File: config.mk
export PLATFORM = sky130hd
export DESIGN_NAME = bus_master_tx
export DESIGN_NICKNAME = d
export VERILOG_FILES = /design/src/rtl/bus_master_tx.sv
export SDC_FILE = /design/constraint.sdc
export NUM_CORES = 1
export LEC_CHECK = 0
export CAP_MARGIN = 20
export CORE_MARGIN = 10
export CORE_UTILIZATION = 50
export CTS_CLUSTER_SIZE = 16
export DETAILED_ROUTE_END_ITERATION = 12
export PLACE_DENSITY = 0.75
export SLEW_MARGIN = 10
export SYNTH_ARGS = -nofsm -noshare
export SYNTH_HDL_FRONTEND = slang
export SYNTH_SLANG_ARGS = --single-unit
File: constraint.sdc
create_clock -name clk -period 2.35 [get_ports clk]
set_clock_uncertainty 0.15 [all_clocks]
set_input_delay 0.47 -clock clk [delete_from_list [all_inputs] [get_ports clk]]
set_output_delay 0.47 -clock clk [all_outputs]
set_load 0.01 [all_outputs]
File: src/rtl/bus_master_tx.sv
// bus_master_tx: byte FIFO feeding a dValid/dAck bus master with a 4-beat timeout.
// Optional macro TX_RETRY_EN: a timed-out byte is resent once before err is raised.
module bus_master_tx #(
    parameter int unsigned DEPTH = 4
) (
    input  logic       clk,
    input  logic       reset,
    input  logic       in_valid,
    input  logic [7:0] in_data,
    output logic       in_ready,
    output logic       dValid,
    output logic [7:0] data,
    input  logic       dAck,
    output logic       tx_done,
    output logic       err
);
    localparam int unsigned AW = $clog2(DEPTH);
    localparam int unsigned CW = $clog2(DEPTH) + 1;

    typedef enum logic [1:0] {IDLE, VALID, GAP} state_t;

    logic [7:0]    r_mem [DEPTH];
    logic [AW-1:0] r_wr_ptr;
    logic [AW-1:0] r_rd_ptr;
    logic [CW-1:0] r_count;
    state_t        r_state;
    state_t        w_state_nxt;
    logic [2:0]    r_beat;
    logic [2:0]    w_beat_nxt;
    logic          r_dvalid;
    logic          w_dvalid_nxt;
    logic [7:0]    r_data;
    logic [7:0]    w_data_nxt;
    logic          r_tx_done;
    logic          w_tx_done_nxt;
    logic          r_err;
    logic          w_err_nxt;
    logic          w_push;
    logic          w_pop;
    logic          w_full;
    logic          w_empty;
`ifdef TX_RETRY_EN
    logic          r_retry;
    logic          w_retry_nxt;
`endif

    assign w_full   = (r_count == CW'(DEPTH));
    assign w_empty  = (r_count == '0);
    // A pop in the same cycle never frees space for a write: in_ready alone gates pushes.
    assign in_ready = reset && !w_full;
    assign w_push   = in_valid && in_ready;

    assign dValid  = r_dvalid;
    assign data    = r_data;
    assign tx_done = r_tx_done;
    assign err     = r_err;

    always_ff @(posedge clk) begin
        if (w_push) begin
            r_mem[r_wr_ptr] <= in_data;
        end
    end

    always_ff @(posedge clk) begin
        if (!reset) begin
            r_wr_ptr <= '0;
            r_rd_ptr <= '0;
            r_count  <= '0;
        end else begin
            if (w_push) begin
                r_wr_ptr <= r_wr_ptr + AW'(1);
            end
            if (w_pop) begin
                r_rd_ptr <= r_rd_ptr + AW'(1);
            end
            case ({w_push, w_pop})
                2'b10:   r_count <= r_count + CW'(1);
                2'b01:   r_count <= r_count - CW'(1);
                default: r_count <= r_count;
            endcase
        end
    end

    always_ff @(posedge clk) begin
        if (!reset) begin
            r_state   <= IDLE;
            r_beat    <= '0;
            r_dvalid  <= 1'b0;
            r_data    <= '0;
            r_tx_done <= 1'b0;
            r_err     <= 1'b0;
`ifdef TX_RETRY_EN
            r_retry   <= 1'b0;
`endif
        end else begin
            r_state   <= w_state_nxt;
            r_beat    <= w_beat_nxt;
            r_dvalid  <= w_dvalid_nxt;
            r_data    <= w_data_nxt;
            r_tx_done <= w_tx_done_nxt;
            r_err     <= w_err_nxt;
`ifdef TX_RETRY_EN
            r_retry   <= w_retry_nxt;
`endif
        end
    end

    always_comb begin
        w_state_nxt   = r_state;
        w_beat_nxt    = r_beat;
        w_dvalid_nxt  = r_dvalid;
        w_data_nxt    = r_data;
        w_tx_done_nxt = 1'b0;
        w_err_nxt     = 1'b0;
        w_pop         = 1'b0;
`ifdef TX_RETRY_EN
        w_retry_nxt   = r_retry;
`endif
        case (r_state)
            IDLE: begin
                if (!w_empty) begin
                    w_pop        = 1'b1;
                    w_data_nxt   = r_mem[r_rd_ptr];
                    w_dvalid_nxt = 1'b1;
                    w_beat_nxt   = 3'd1;
                    w_state_nxt  = VALID;
                end
            end
            VALID: begin
                // Ack on beat 1 is ignored so dValid always spans at least two cycles.
                if (dAck && (r_beat >= 3'd2)) begin
                    w_dvalid_nxt  = 1'b0;
                    w_tx_done_nxt = 1'b1;
                    w_state_nxt   = GAP;
`ifdef TX_RETRY_EN
                    w_retry_nxt   = 1'b0;
`endif
                end else if (r_beat == 3'd4) begin
                    w_dvalid_nxt = 1'b0;
                    w_state_nxt  = GAP;
`ifdef TX_RETRY_EN
                    if (r_retry) begin
                        w_err_nxt   = 1'b1;
                        w_retry_nxt = 1'b0;
                    end else begin
                        w_retry_nxt = 1'b1;
                    end
`else
                    w_err_nxt    = 1'b1;
`endif
                end else begin
                    w_beat_nxt = r_beat + 3'd1;
                end
            end
            GAP: begin
`ifdef TX_RETRY_EN
                if (r_retry) begin
                    w_dvalid_nxt = 1'b1;
                    w_beat_nxt   = 3'd1;
                    w_state_nxt  = VALID;
                end else begin
                    w_state_nxt = IDLE;
                end
`else
                w_state_nxt = IDLE;
`endif
            end
            default: begin
                w_state_nxt = IDLE;
            end
        endcase
    end
endmodule

==> flow_summary.rst <==
.. list-table::
   :header-rows: 1

   * - Metric
     - Value
   * - Clock buffer count from CTS
     - 5
   * - Wire length per cell after detailed routing
     - 16.6 um
   * - RSZ-0062 raised after global routing
     - false
   * - Synth top cells by count
     - 32 x sky130_fd_sc_hd__edfxtp_1, 23 x sky130_fd_sc_hd__dfxtp_1, 19 x sky130_fd_sc_hd__nand2_1, 13 x sky130_fd_sc_hd__a21oi_1, 13 x sky130_fd_sc_hd__nor2_1
   * - TritonCTS clock tree
     - done
   * - Class of the tightest hold or removal check
     - register to register
   * - I/O pin cnt
     - 24
   * - Layout cell share with drive strength beyond 1
     - 18.4%
   * - Worst-case reg-to-reg path depth
     - 9
   * - Maximum fanout count along the critical path
     - 3
   * - Total GRT Usage
     - 12.0%
   * - Yosys top cell area share
     - 43.0%
   * - P&R area growth vs syn
     - 23.6%
   * - Global-route wire length before repair
     - 7140 um
   * - Reg-to-reg critical path endpoint
     - r_count[2]
   * - Area of all placed cells without fillers
     - 0.00276 mm^2
   * - Type of the setup path with the least slack
     - primary input to register
   * - Largest net degree at the start of global routing
     - 18
   * - Reg2Reg Launch Point
     - r_count[0]
   * - Proportion of synthesized chip area in sequential cells
     - 63.6%
   * - Number of different library cells in the post-synthesis netlist
     - 35
   * - Launch point of the critical path
     - reset
   * - Final hold violation count
     - 0
   * - Clock period minus worst slack
     - 2250 ps
   * - WP data arrival
     - 2340 ps
   * - Number of violations of the max-capacitance limit
     - 0
   * - Number of antenna diodes
     - 0
   * - Synth Register Bits
     - 55
   * - Final ANT Viol Nets
     - 0
   * - Number of antenna violations at the first check in global routing
     - 0
   * - Y dimension of the die
     - 86.8 um
   * - Post-synth top area cell
     - sky130_fd_sc_hd__edfxtp_1
   * - CP Capture Point
     - r_count[2]
   * - DRC marker count from the first detailed-route iteration
     - 72
   * - Syn nets
     - 186
   * - Power density over the cells
     - 1070 mW/mm^2
   * - Register-to-register setup slack
     - 160 ps
   * - Cell count after placement
     - 251
   * - Synth area leaders
     - sky130_fd_sc_hd__edfxtp_1 43%, sky130_fd_sc_hd__dfxtp_1 21%, sky130_fd_sc_hd__mux4_2 8.1%
   * - Async S/R FF share, synth
     - 0%
   * - Placed Instance Area
     - 0.00267 mm^2
   * - Outcome
     - complete, no violations
   * - Max-Slew Margin vs Limit
     - 63.0%
   * - Post-synth design cell area
     - 0.00223 mm^2
   * - Average cell area after synthesis
     - 13.5 um^2
   * - Max frequency
     - 444 MHz
   * - Peak ir drop on the vdd network
     - 0.584 mV
   * - Total core area
     - 0.00435 mm^2
   * - DP Wirelength
     - 3140 um
   * - Pins over their slew limit
     - 0
   * - Total power draw
     - 2970 uW
   * - Number of global-route vias before repair
     - 1,517
   * - Horiz. Die Dim
     - 86.8 um
   * - Final clock period utilization by the worst path
     - 95.8%
   * - Total number of clock tree sinks
     - 55
   * - Library cell with the highest instance count after synthesis
     - sky130_fd_sc_hd__edfxtp_1
   * - H-Tree Depth
     - 2
   * - Routed via count divided by cell count
     - 5.33
   * - Remaining design rule violation count
     - 0
   * - Ys Warns
     - 0
   * - Hold path start
     - data[5]
   * - Transition at the pin with the smallest max-transition slack
     - 555 ps
   * - Detailed-router iteration count before antenna repair
     - 4
   * - Startpoint type of the worst setup path
     - primary input
   * - Clock slew seen by the registers of the worst setup and hold paths
     - 100 ps
   * - Data required time at the worst endpoint
     - 2440 ps
   * - Total global routing overflow
     - 0
   * - Starting utilization of the core area
     - 51.3%
   * - Die area
     - 0.00754 mm^2
   * - Static leakage
     - 0.000967 uW
   * - Count of standard-cell rows
     - 24
   * - Routed Wire Length
     - 4300 um
   * - Count of vias placed by the detailed router
     - 1,380
   * - # setup viols final
     - 0
   * - Crit end category
     - register
   * - RD Place Congestion
     - 0.755
   * - Post-synthesis instance total
     - 166
   * - Top FF cell, synth
     - sky130_fd_sc_hd__edfxtp_1
   * - Skew-Pair Late Insertion Delay
     - 300 ps
   * - Clock tree root driver cell
     - sky130_fd_sc_hd__clkbuf_8
   * - Count of flip-flops with a built-in enable after synthesis
     - 32
   * - Bufs on Longest Clock Path
     - 2
   * - Finished Layout Cells
     - 259
   * - Number of nets in the finished design
     - 226
   * - Number of hold buffers added after CTS
     - 0
   * - Port Buffer Count
     - 23
[layer usage]
metal	vias to the layer above	GRT usage (%)	share of wire, %
li1	671	-	-
met1	682	12.6	38
met2	23	22.4	55
met3	4	3.28	5.4
met4	0	3.83	1.0
met5	-	0	0
[cell usage in the layout, fill, tap and decap left out, types with 2 or more instances in the layout]
master                            netlist  routed
sky130_fd_sc_hd__a21oi_1               13      13
sky130_fd_sc_hd__and2_1                 4       4
sky130_fd_sc_hd__buf_12                 0       4
sky130_fd_sc_hd__buf_4                  0      11
sky130_fd_sc_hd__clkbuf_8               0       5
sky130_fd_sc_hd__clkdlybuf4s50_1        0      22
sky130_fd_sc_hd__dfxtp_1               23      22
sky130_fd_sc_hd__edfxtp_1              32      32
sky130_fd_sc_hd__ha_1                   7       7
sky130_fd_sc_hd__inv_1                 10       9
sky130_fd_sc_hd__inv_2                  1       2
sky130_fd_sc_hd__mux2i_1                2       2
sky130_fd_sc_hd__mux4_2                 8       8
sky130_fd_sc_hd__nand2_1               19      19
sky130_fd_sc_hd__nand2b_1               2       2
sky130_fd_sc_hd__nor2_1                13      12
sky130_fd_sc_hd__nor3_1                 3       3
sky130_fd_sc_hd__o21ai_0                2       2
sky130_fd_sc_hd__o31ai_1                2       2
sky130_fd_sc_hd__xnor2_1                2       2
sky130_fd_sc_hd__xor2_1                 3       3
[through the flow]
step                      setup TNS [ps]  utilization, %  setup WS [ps]  hold slack, ps
final                                  0            63.4           98.1             313
after global placement              -290            61.3           -144             294
after global routing                   0            63.4          0.895             341
after detailed placement            -459            61.3           -268             299
after floorplan                        0               -           99.6             302
after CTS                              0            63.3           51.4             316
[worst max-delay path, stage by stage]
cell	delay, ps
sky130_fd_sc_hd__clkdlybuf4s50_1	440
sky130_fd_sc_hd__inv_2	110
sky130_fd_sc_hd__a211oi_4	40
sky130_fd_sc_hd__inv_1	60
sky130_fd_sc_hd__ha_1	170
sky130_fd_sc_hd__inv_1	60
sky130_fd_sc_hd__fa_1	380
sky130_fd_sc_hd__xor2_1	160
sky130_fd_sc_hd__or3_1	310
sky130_fd_sc_hd__a21oi_1	140
[sequential cells by signal, indices dropped and copies added (netlist names), 2 cells and up]
register  flops
data          8
r_beat        3
r_count       3
r_mem        32
r_rd_ptr      2
r_state       2
r_wr_ptr      2
[power by group]
part / switching (uW) / internal (uW) / total [uW] / leakage [uW]
clock network: 298 / 215 / 512 / 0.0000418
registers: 152 / 1170 / 1320 / 0.000479
logic: 549 / 582 / 1130 / 0.000446
total: 999 / 1970 / 2970 / 0.000967
[worst min path at each step]
stage	to	slack [ps]	cells past startpoint
6_report	data[5]	310	2
5_1_grt	data[5]	340	2
4_1_cts	data[5]	320	2
3_5_place_dp	data[5]	300	2
3_3_place_gp	data[7]	290	2
2_1_floorplan	err	300	2
[cell type report]
cell class,count,area (um^2)
clock buffers,6,72.6
clock inverters,2,16.3
fillers,320,1590
inverters,11,41.3
multi-input cells,95,752
flip-flops and latches,55,1420
well taps,52,65.1
repair buffers,38,392
[cell families (layout without fill, tap and decap cells)]
logic type / Yosys count / count (layout) / share of synthesized area, %
XOR/XNOR: 5 / 5 / 1.96
buffers and inverters: 16 / 57 / 2.80
AO/OA/AOI/OAI: 24 / 24 / 7.73
flip-flops: 55 / 55 / 63.6
multiplexers: 10 / 10 / 8.96
adder cells (fa/ha/maj): 8 / 8 / 4.82
AND/OR/NAND/NOR: 48 / 48 / 10.1
[timing repair]
item | CTS | global route
buffers inserted | 0 | 0
gates cloned | 0 | 0
resized for setup | 1 | 3
endpoints found under the setup margin | 1 | 1
Power figures use the tool's default switching activity.
